[src/rtl/cb_exec_if.sv]
// Bundle of the decoder, register-file, bus and alu8 signals around cb_exec_ctrl.
// master: the sequencer itself; slave: the surrounding datapath.
interface cb_exec_if;
  logic        req_valid;
  logic [7:0]  req_op;
  logic        req_ready;
  logic [15:0] hl_in;
  logic [7:0]  flags_in;

  logic [2:0]  rf_raddr;
  logic [7:0]  rf_rdata;
  logic        rf_we;
  logic [2:0]  rf_waddr;
  logic [7:0]  rf_wdata;

  logic        flags_we;
  logic [7:0]  flags_wdata;

  logic        mem_req;
  logic        mem_we;
  logic [15:0] mem_addr;
  logic [7:0]  mem_wdata;
  logic        mem_ack;
  logic [7:0]  mem_rdata;

  logic [7:0]  alu_a;
  logic [7:0]  alu_b;
  logic [4:0]  alu_op;
  logic        alu_cin;
  logic [7:0]  alu_res;
  logic [7:0]  alu_flags;

  logic        done;

  modport master (
    input  req_valid, req_op, hl_in, flags_in, rf_rdata, mem_ack, mem_rdata,
           alu_res, alu_flags,
    output req_ready, rf_raddr, rf_we, rf_waddr, rf_wdata, flags_we, flags_wdata,
           mem_req, mem_we, mem_addr, mem_wdata, alu_a, alu_b, alu_op, alu_cin, done
  );

  modport slave (
    output req_valid, req_op, hl_in, flags_in, rf_rdata, mem_ack, mem_rdata,
           alu_res, alu_flags,
    input  req_ready, rf_raddr, rf_we, rf_waddr, rf_wdata, flags_we, flags_wdata,
           mem_req, mem_we, mem_addr, mem_wdata, alu_a, alu_b, alu_op, alu_cin, done
  );
endinterface

[src/rtl/cb_exec_ctrl.sv]
// CB-prefix sequencer: fetches the operand (register or (HL)), runs it through
// alu8 and writes back result/flags, with read-modify-write for memory operands.
//
//   state  | meaning
//   IDLE   | waiting for a CB opcode
//   EXEC   | register operand: ALU cycle plus write-back
//   MRD    | reading the byte at (HL)
//   MEXEC  | ALU cycle on the fetched byte
//   MWR    | writing the result back to (HL)
module cb_exec_ctrl (
  input  logic clk,
  input  logic rst_n,
  cb_exec_if.master bus
);

  localparam logic [2:0] S_IDLE  = 3'd0;
  localparam logic [2:0] S_EXEC  = 3'd1;
  localparam logic [2:0] S_MRD   = 3'd2;
  localparam logic [2:0] S_MEXEC = 3'd3;
  localparam logic [2:0] S_MWR   = 3'd4;

  logic [2:0]  state_q, state_d;
  logic        ready_q;
  logic [7:0]  op_q;
  logic [15:0] hl_q;
  logic [7:0]  dat_q;
  logic [7:0]  res_q;

  logic        is_shift, is_bit, alu_active;
  logic [4:0]  alu_opc;

  assign is_shift   = (op_q[7:6] == 2'b00);
  assign is_bit     = (op_q[7:6] == 2'b01);
  assign alu_active = (state_q == S_EXEC) || (state_q == S_MEXEC);

  always_comb begin
    alu_opc = 5'b00000;
    case (op_q[7:6])
      2'b00: begin
        case (op_q[5:3])
          3'd0: alu_opc = 5'b01100;
          3'd1: alu_opc = 5'b01101;
          3'd2: alu_opc = 5'b01000;
          3'd3: alu_opc = 5'b01001;
          3'd4: alu_opc = 5'b10000;
          3'd5: alu_opc = 5'b10001;
          3'd6: alu_opc = 5'b10011;
          default: alu_opc = 5'b10010;
        endcase
      end
      2'b01:   alu_opc = 5'b10100;
      2'b10:   alu_opc = 5'b10101;
      default: alu_opc = 5'b10110;
    endcase
  end

  always_comb begin
    state_d = state_q;
    case (state_q)
      S_IDLE: begin
        if (bus.req_valid && ready_q)
          state_d = (bus.req_op[2:0] == 3'd6) ? S_MRD : S_EXEC;
      end
      S_EXEC:  state_d = S_IDLE;
      S_MRD:   if (bus.mem_ack) state_d = S_MEXEC;
      S_MEXEC: state_d = is_bit ? S_IDLE : S_MWR;
      S_MWR:   if (bus.mem_ack) state_d = S_IDLE;
      default: state_d = S_IDLE;
    endcase
  end

  // ready is a registered copy of "next state is IDLE", so it stays low in reset
  always_ff @(posedge clk or negedge rst_n) begin
    if (!rst_n) begin
      state_q <= S_IDLE;
      ready_q <= 1'b0;
      op_q    <= 8'h00;
      hl_q    <= 16'h0000;
      dat_q   <= 8'h00;
      res_q   <= 8'h00;
    end else begin
      state_q <= state_d;
      ready_q <= (state_d == S_IDLE);
      if (state_q == S_IDLE && bus.req_valid && ready_q) begin
        op_q <= bus.req_op;
        hl_q <= bus.hl_in;
      end
      if (state_q == S_MRD && bus.mem_ack)
        dat_q <= bus.mem_rdata;
      if (state_q == S_MEXEC)
        res_q <= bus.alu_res;
    end
  end

  assign bus.req_ready = ready_q;

  assign bus.rf_raddr = (state_q == S_EXEC) ? op_q[2:0] : 3'd0;
  assign bus.alu_a    = (state_q == S_EXEC)  ? bus.rf_rdata :
                        (state_q == S_MEXEC) ? dat_q : 8'h00;
  assign bus.alu_b    = alu_active ? {5'b00000, op_q[5:3]} : 8'h00;
  assign bus.alu_op   = alu_active ? alu_opc : 5'b00000;
  assign bus.alu_cin  = alu_active & bus.flags_in[4];

  assign bus.rf_we    = (state_q == S_EXEC) && !is_bit;
  assign bus.rf_waddr = bus.rf_we ? op_q[2:0] : 3'd0;
  assign bus.rf_wdata = bus.rf_we ? bus.alu_res : 8'h00;

  // BIT keeps the incoming carry; RES/SET leave F untouched
  assign bus.flags_we    = alu_active && (is_shift || is_bit);
  assign bus.flags_wdata = !bus.flags_we ? 8'h00 :
                           is_bit ? {bus.alu_flags[7:5], bus.flags_in[4], 4'b0000} :
                                    {bus.alu_flags[7:4], 4'b0000};

  assign bus.mem_req   = (state_q == S_MRD) || (state_q == S_MWR);
  assign bus.mem_we    = (state_q == S_MWR);
  assign bus.mem_addr  = bus.mem_req ? hl_q : 16'h0000;
  assign bus.mem_wdata = (state_q == S_MWR) ? res_q : 8'h00;

  assign bus.done = (state_q == S_EXEC) ||
                    ((state_q == S_MEXEC) && is_bit) ||
                    ((state_q == S_MWR) && bus.mem_ack);

  logic unused_bits;
  assign unused_bits = ^{bus.alu_flags[3:0], bus.flags_in[7:5], bus.flags_in[3:0]};

endmodule

[src/flat_wrapper.sv]
// flat-port wrapper written by rule: the top's interface ports become plain ports
module cb_exec_ctrl_flat 
  (clk, rst_n, bus_req_valid, bus_req_op, bus_hl_in, bus_flags_in, bus_rf_rdata, bus_mem_ack, bus_mem_rdata, bus_alu_res, bus_alu_flags, bus_req_ready, bus_rf_raddr, bus_rf_we, bus_rf_waddr, bus_rf_wdata, bus_flags_we, bus_flags_wdata, bus_mem_req, bus_mem_we, bus_mem_addr, bus_mem_wdata, bus_alu_a, bus_alu_b, bus_alu_op, bus_alu_cin, bus_done);
  cb_exec_if bus_i ();
  input  logic clk;
  input  logic rst_n;
  input wire logic [$bits(bus_i.req_valid)-1:0] bus_req_valid;
  input wire logic [$bits(bus_i.req_op)-1:0] bus_req_op;
  input wire logic [$bits(bus_i.hl_in)-1:0] bus_hl_in;
  input wire logic [$bits(bus_i.flags_in)-1:0] bus_flags_in;
  input wire logic [$bits(bus_i.rf_rdata)-1:0] bus_rf_rdata;
  input wire logic [$bits(bus_i.mem_ack)-1:0] bus_mem_ack;
  input wire logic [$bits(bus_i.mem_rdata)-1:0] bus_mem_rdata;
  input wire logic [$bits(bus_i.alu_res)-1:0] bus_alu_res;
  input wire logic [$bits(bus_i.alu_flags)-1:0] bus_alu_flags;
  output wire logic [$bits(bus_i.req_ready)-1:0] bus_req_ready;
  output wire logic [$bits(bus_i.rf_raddr)-1:0] bus_rf_raddr;
  output wire logic [$bits(bus_i.rf_we)-1:0] bus_rf_we;
  output wire logic [$bits(bus_i.rf_waddr)-1:0] bus_rf_waddr;
  output wire logic [$bits(bus_i.rf_wdata)-1:0] bus_rf_wdata;
  output wire logic [$bits(bus_i.flags_we)-1:0] bus_flags_we;
  output wire logic [$bits(bus_i.flags_wdata)-1:0] bus_flags_wdata;
  output wire logic [$bits(bus_i.mem_req)-1:0] bus_mem_req;
  output wire logic [$bits(bus_i.mem_we)-1:0] bus_mem_we;
  output wire logic [$bits(bus_i.mem_addr)-1:0] bus_mem_addr;
  output wire logic [$bits(bus_i.mem_wdata)-1:0] bus_mem_wdata;
  output wire logic [$bits(bus_i.alu_a)-1:0] bus_alu_a;
  output wire logic [$bits(bus_i.alu_b)-1:0] bus_alu_b;
  output wire logic [$bits(bus_i.alu_op)-1:0] bus_alu_op;
  output wire logic [$bits(bus_i.alu_cin)-1:0] bus_alu_cin;
  output wire logic [$bits(bus_i.done)-1:0] bus_done;
  assign bus_i.req_valid = bus_req_valid;
  assign bus_i.req_op = bus_req_op;
  assign bus_i.hl_in = bus_hl_in;
  assign bus_i.flags_in = bus_flags_in;
  assign bus_i.rf_rdata = bus_rf_rdata;
  assign bus_i.mem_ack = bus_mem_ack;
  assign bus_i.mem_rdata = bus_mem_rdata;
  assign bus_i.alu_res = bus_alu_res;
  assign bus_i.alu_flags = bus_alu_flags;
  assign bus_req_ready = bus_i.req_ready;
  assign bus_rf_raddr = bus_i.rf_raddr;
  assign bus_rf_we = bus_i.rf_we;
  assign bus_rf_waddr = bus_i.rf_waddr;
  assign bus_rf_wdata = bus_i.rf_wdata;
  assign bus_flags_we = bus_i.flags_we;
  assign bus_flags_wdata = bus_i.flags_wdata;
  assign bus_mem_req = bus_i.mem_req;
  assign bus_mem_we = bus_i.mem_we;
  assign bus_mem_addr = bus_i.mem_addr;
  assign bus_mem_wdata = bus_i.mem_wdata;
  assign bus_alu_a = bus_i.alu_a;
  assign bus_alu_b = bus_i.alu_b;
  assign bus_alu_op = bus_i.alu_op;
  assign bus_alu_cin = bus_i.alu_cin;
  assign bus_done = bus_i.done;
  cb_exec_ctrl u_core (.clk(clk), .rst_n(rst_n), .bus(bus_i));
endmodule
[config.mk]
export PLATFORM = sky130hd
export DESIGN_NAME = cb_exec_ctrl_flat
export DESIGN_NICKNAME = d
export VERILOG_FILES = /design/src/rtl/cb_exec_if.sv /design/src/rtl/cb_exec_ctrl.sv /design/src/flat_wrapper.sv
export SDC_FILE = /design/constraint.sdc
export NUM_CORES = 1
export LEC_CHECK = 0
export BUFFER_PORTS_ARGS = -buffer_cell sky130_fd_sc_hd__buf_2
export CORE_ASPECT_RATIO = 0.9
export CORE_MARGIN = 2
export CORE_UTILIZATION = 44
export CTS_CLUSTER_DIAMETER = 80
export DETAILED_ROUTE_END_ITERATION = 16
export PLACE_DENSITY = 0.79
export SETUP_SLACK_MARGIN = 0.2
export SLEW_MARGIN = 20
export SYNTH_ARGS = -nofsm -noshare
export SYNTH_HDL_FRONTEND = slang
export SYNTH_SLANG_ARGS = --single-unit
[constraint.sdc]
create_clock -name clk -period 1.92 [get_ports clk]
set_input_delay 0.384 -clock clk [delete_from_list [all_inputs] [get_ports clk]]
set_output_delay 0.384 -clock clk [all_outputs]
set_load 0.03 [all_outputs]
==> run metrics <==
layout cells sized above 1 roughly 77%; Post-Route WL around 8000 µm; syn avg cell area 11.5 µm²; Setup Skew 8.12 ps; Net Sw Power a little over 0.003 W; Starting Density 45.8%; CTS Root Cell clkbuf_8; VDD IR max 0.986 mV; DP Cell Count roughly 400; clock group share of total power 9.2%; utilization after layout 83.5%; Via-to-Cell Ratio around 5; die width 82.2 µm; combinational power share 67.7%; synthesized cell area 2420 µm²; Setup CP Type reg2out; Port Buffers roughly 120; Slew @ Worst Pin about 560 ps; CTS tree built; total vias in the final route about 2,200; largest net degree at the start of global routing 28; io pins between 100 and 150; R2R Path Start u_core.state_q[1]; Die ar. 6120 µm²; Detail Route Antenna Nets 0; CP Data Arrival Time between 1500 and 2000 ps; cts bufs inserted 5; Seq/Total Area, Yosys between 40% and 50%; hold-fix buffers at CTS 0; leakage 2.11 nW; RSZ-0062 raised after global routing yes; setup slack after layout -108 ps; H-Tree Depth 2; Core Region 5290 µm²; WL/cell 18.1 µm; unique cell type count in the Yosys netlist 34; first-pass GRT wire length 10,500 µm; fin. max-slew vios 0; R2R depth 7; P_int 0.00458 W; row cnt 25; status finished, violations left; clock transition at the registers of the reported paths 90 ps; switching part of the total 40.1%; Hold Fails Final Rpt 0; Final Critical Period about 2000 ps; Ys Warns 0; Critical Path RT 1540 ps; max-cap violation count 0; Overflow after GRT 0; final cell count without fillers ~440; max_slew headroom 62.8%; worst hold path class in2async; Seq cells post-synth 44; fin nets 447; met2 wire length 4170 µm; DR DRC count 0; CP endpoint kind output pin; fmax 493 MHz; period utilisation layout 106%; Clock Latency Late Sink about 300 ps; Worst setup SP type flip-flop; power density cells 1730 nW/µm²; max layer used met4; Final Wtd Congestion 0.667; met3 wire len 436 µm; # diodes 0; antenna violations before repair 0; CP max FO 4; Sink Count 44; number of global-route vias before repair between 2,000 and 2,500; Die Y 74.4 µm; DPL Wire Length about 4000 µm; Longest Clk Path Bufs 2; WL met1 3150 µm; Reg2Reg Capture Point u_core.op_q[3]; Initial DRT Pass Iterations 4; Final Setup Violations 46; Seq pwr share 23.1%; Post-Syn Instances 211; area grow syn2layout 82.0%; Total Routing Usage GR 22.8%; r2r setup slk around 60 ps; failing checks negative setup slack; Iter 0 DRT Violations 85
cells by family (layout without fill, tap and decap cells):
group                    Yosys count  after routing  share of synthesized area [%]
adder cells (fa/ha/maj)            3              3                           1.55
XOR/XNOR                           1              1                          0.361
AO/OA/AOI/OAI                     11             11                           2.84
multiplexers                      49             49                           23.9
buffers and inverters             21            179                           5.83
other                              1              9                          0.155
AND/OR/NAND/NOR                   81             81                           20.0
flip-flops                        44             44                           45.4
critical path, stage by stage (launching register included):
cell	delay [ps]
dfrtp_2	430
inv_2	60
ha_4	160
buf_4	130
buf_6	120
nor2_4	90
a31oi_2	60
nor2_2	150
buf_6	140
stage by stage:
| stage | TNS, ps | total power [W] | worst slack (ps) | hold slack [ps] | instance area [µm²] |
|---|---|---|---|---|---|
| after floorplan | 0 | 0.00406 | 24.5 | 88.4 | 2580 |
| after global placement | 0 | 0.00478 | 97.4 | 388 | 3250 |
| after detailed placement | 0 | 0.00486 | 72.0 | 394 | 3250 |
| after CTS | -1640 | 0.00676 | -79.2 | 74.6 | 4050 |
| after global routing | -4680 | 0.00798 | -144 | 96.2 | 4410 |
| final | -2610 | 0.00764 | -108 | 69.4 | 4410 |
Yosys cell counts:
library cell | instances | area share [%]
mux2_2 | 23 | 11
ha_1 | 3 | 1.5
buf_4 | 10 | 3.1
nor3_1 | 3 | 0.62
buf_1 | 1 | 0.15
o21ai_0 | 1 | 0.21
inv_1 | 2 | 0.31
conb_1 | 1 | 0.15
buf_6 | 3 | 1.4
o21bai_1 | 1 | 0.31
a21o_1 | 1 | 0.31
mux2_1 | 7 | 3.3
o2bb2ai_1 | 1 | 0.36
a31oi_1 | 1 | 0.26
and2_1 | 42 | 11
nand3_1 | 1 | 0.21
mux2_4 | 10 | 6.2
o32ai_1 | 1 | 0.36
dfrtp_1 | 44 | 45
nor3b_1 | 4 | 1.2
or2_2 | 1 | 0.26
nor3b_2 | 1 | 0.52
or3b_2 | 1 | 0.36
xor2_1 | 1 | 0.36
nand2_1 | 5 | 0.77
a21oi_1 | 5 | 1.0
mux2i_1 | 9 | 3.7
nor2b_1 | 4 | 1.0
nor4_4 | 1 | 0.88
nand3b_1 | 1 | 0.31
buf_2 | 2 | 0.41
nand2b_1 | 3 | 0.77
clkbuf_1 | 3 | 0.46
nor2_1 | 14 | 2.2
per-layer routing:
metal | vias to the layer above | track usage, %
met3 | 20 | 5.22
met2 | 106 | 40.5
li1 | 1024 | -
met5 | - | 0
met1 | 1088 | 26.9
met4 | 0 | 8.33
placed cells by master (no fill, tap or decap), drive strengths merged:
master and n:
a21o 1, a21oi 5, a31oi 1, and2 42
buf 166, bufinv 1, clkbuf 9, clkinv 1
conb 9, dfrtp 44, ha 3, inv 2
mux2 40, mux2i 9, nand2 5, nand2b 3
nand3 1, nand3b 1, nor2 14, nor2b 4
nor3 3, nor3b 5, nor4 1, o21ai 1
o21bai 1, o2bb2ai 1, o32ai 1, or2 1
or3b 1, xor2 1
flip-flops by register name, indices dropped and copies added, names as in the netlist:
signal	count
u_core.hl_q	16
u_core.state_q	3
u_core.dat_q	8
u_core.bus.req_ready	1
u_core.op_q	8
u_core.res_q	8
how the worst max path moves through the flow:
stage | start | end | slack [ps] | cells after the start
after detailed placement | u_core.op_q[6] | bus_rf_wdata[2] | 70 | 5
final | u_core.op_q[6] | bus_alu_op[1] | -110 | 8
after global placement | u_core.op_q[6] | bus_rf_wdata[0] | 100 | 5
after global routing | u_core.op_q[6] | bus_alu_op[1] | -140 | 8
after CTS | u_core.state_q[2] | bus_rf_wdata[2] | -80 | 5
after floorplan | u_core.state_q[1] | bus_rf_raddr[0] | 20 | 3
power by group through the flow:
stage	registers [W]	logic, W	clock network (W)
2_1_floorplan	0.00161	0.00245	0
3_3_place_gp	0.00168	0.00310	0
3_5_place_dp	0.00170	0.00316	0
4_1_cts	0.00171	0.00434	0.000709
5_1_grt	0.00181	0.00541	0.000755
6_report	0.00176	0.00517	0.000703
layout make-up:
class,count,area [µm²]
Clock inverter,2,35.0
Fill cell,285,875
Sequential cell,44,1110
Timing Repair Buffer,169,1530
Inverter,2,7.51
Tap cell,67,83.8
Multi-Input combinational cell,154,1580
Clock buffer,6,72.6
repair_timing:
action	in CTS	in global routing
setup buffers	16	12
pin swaps	19	9
gates cloned	3	4
setup endpoints to repair	64	88
resized for setup	165	46
Note: power is estimated with default switching activity, not from simulation.
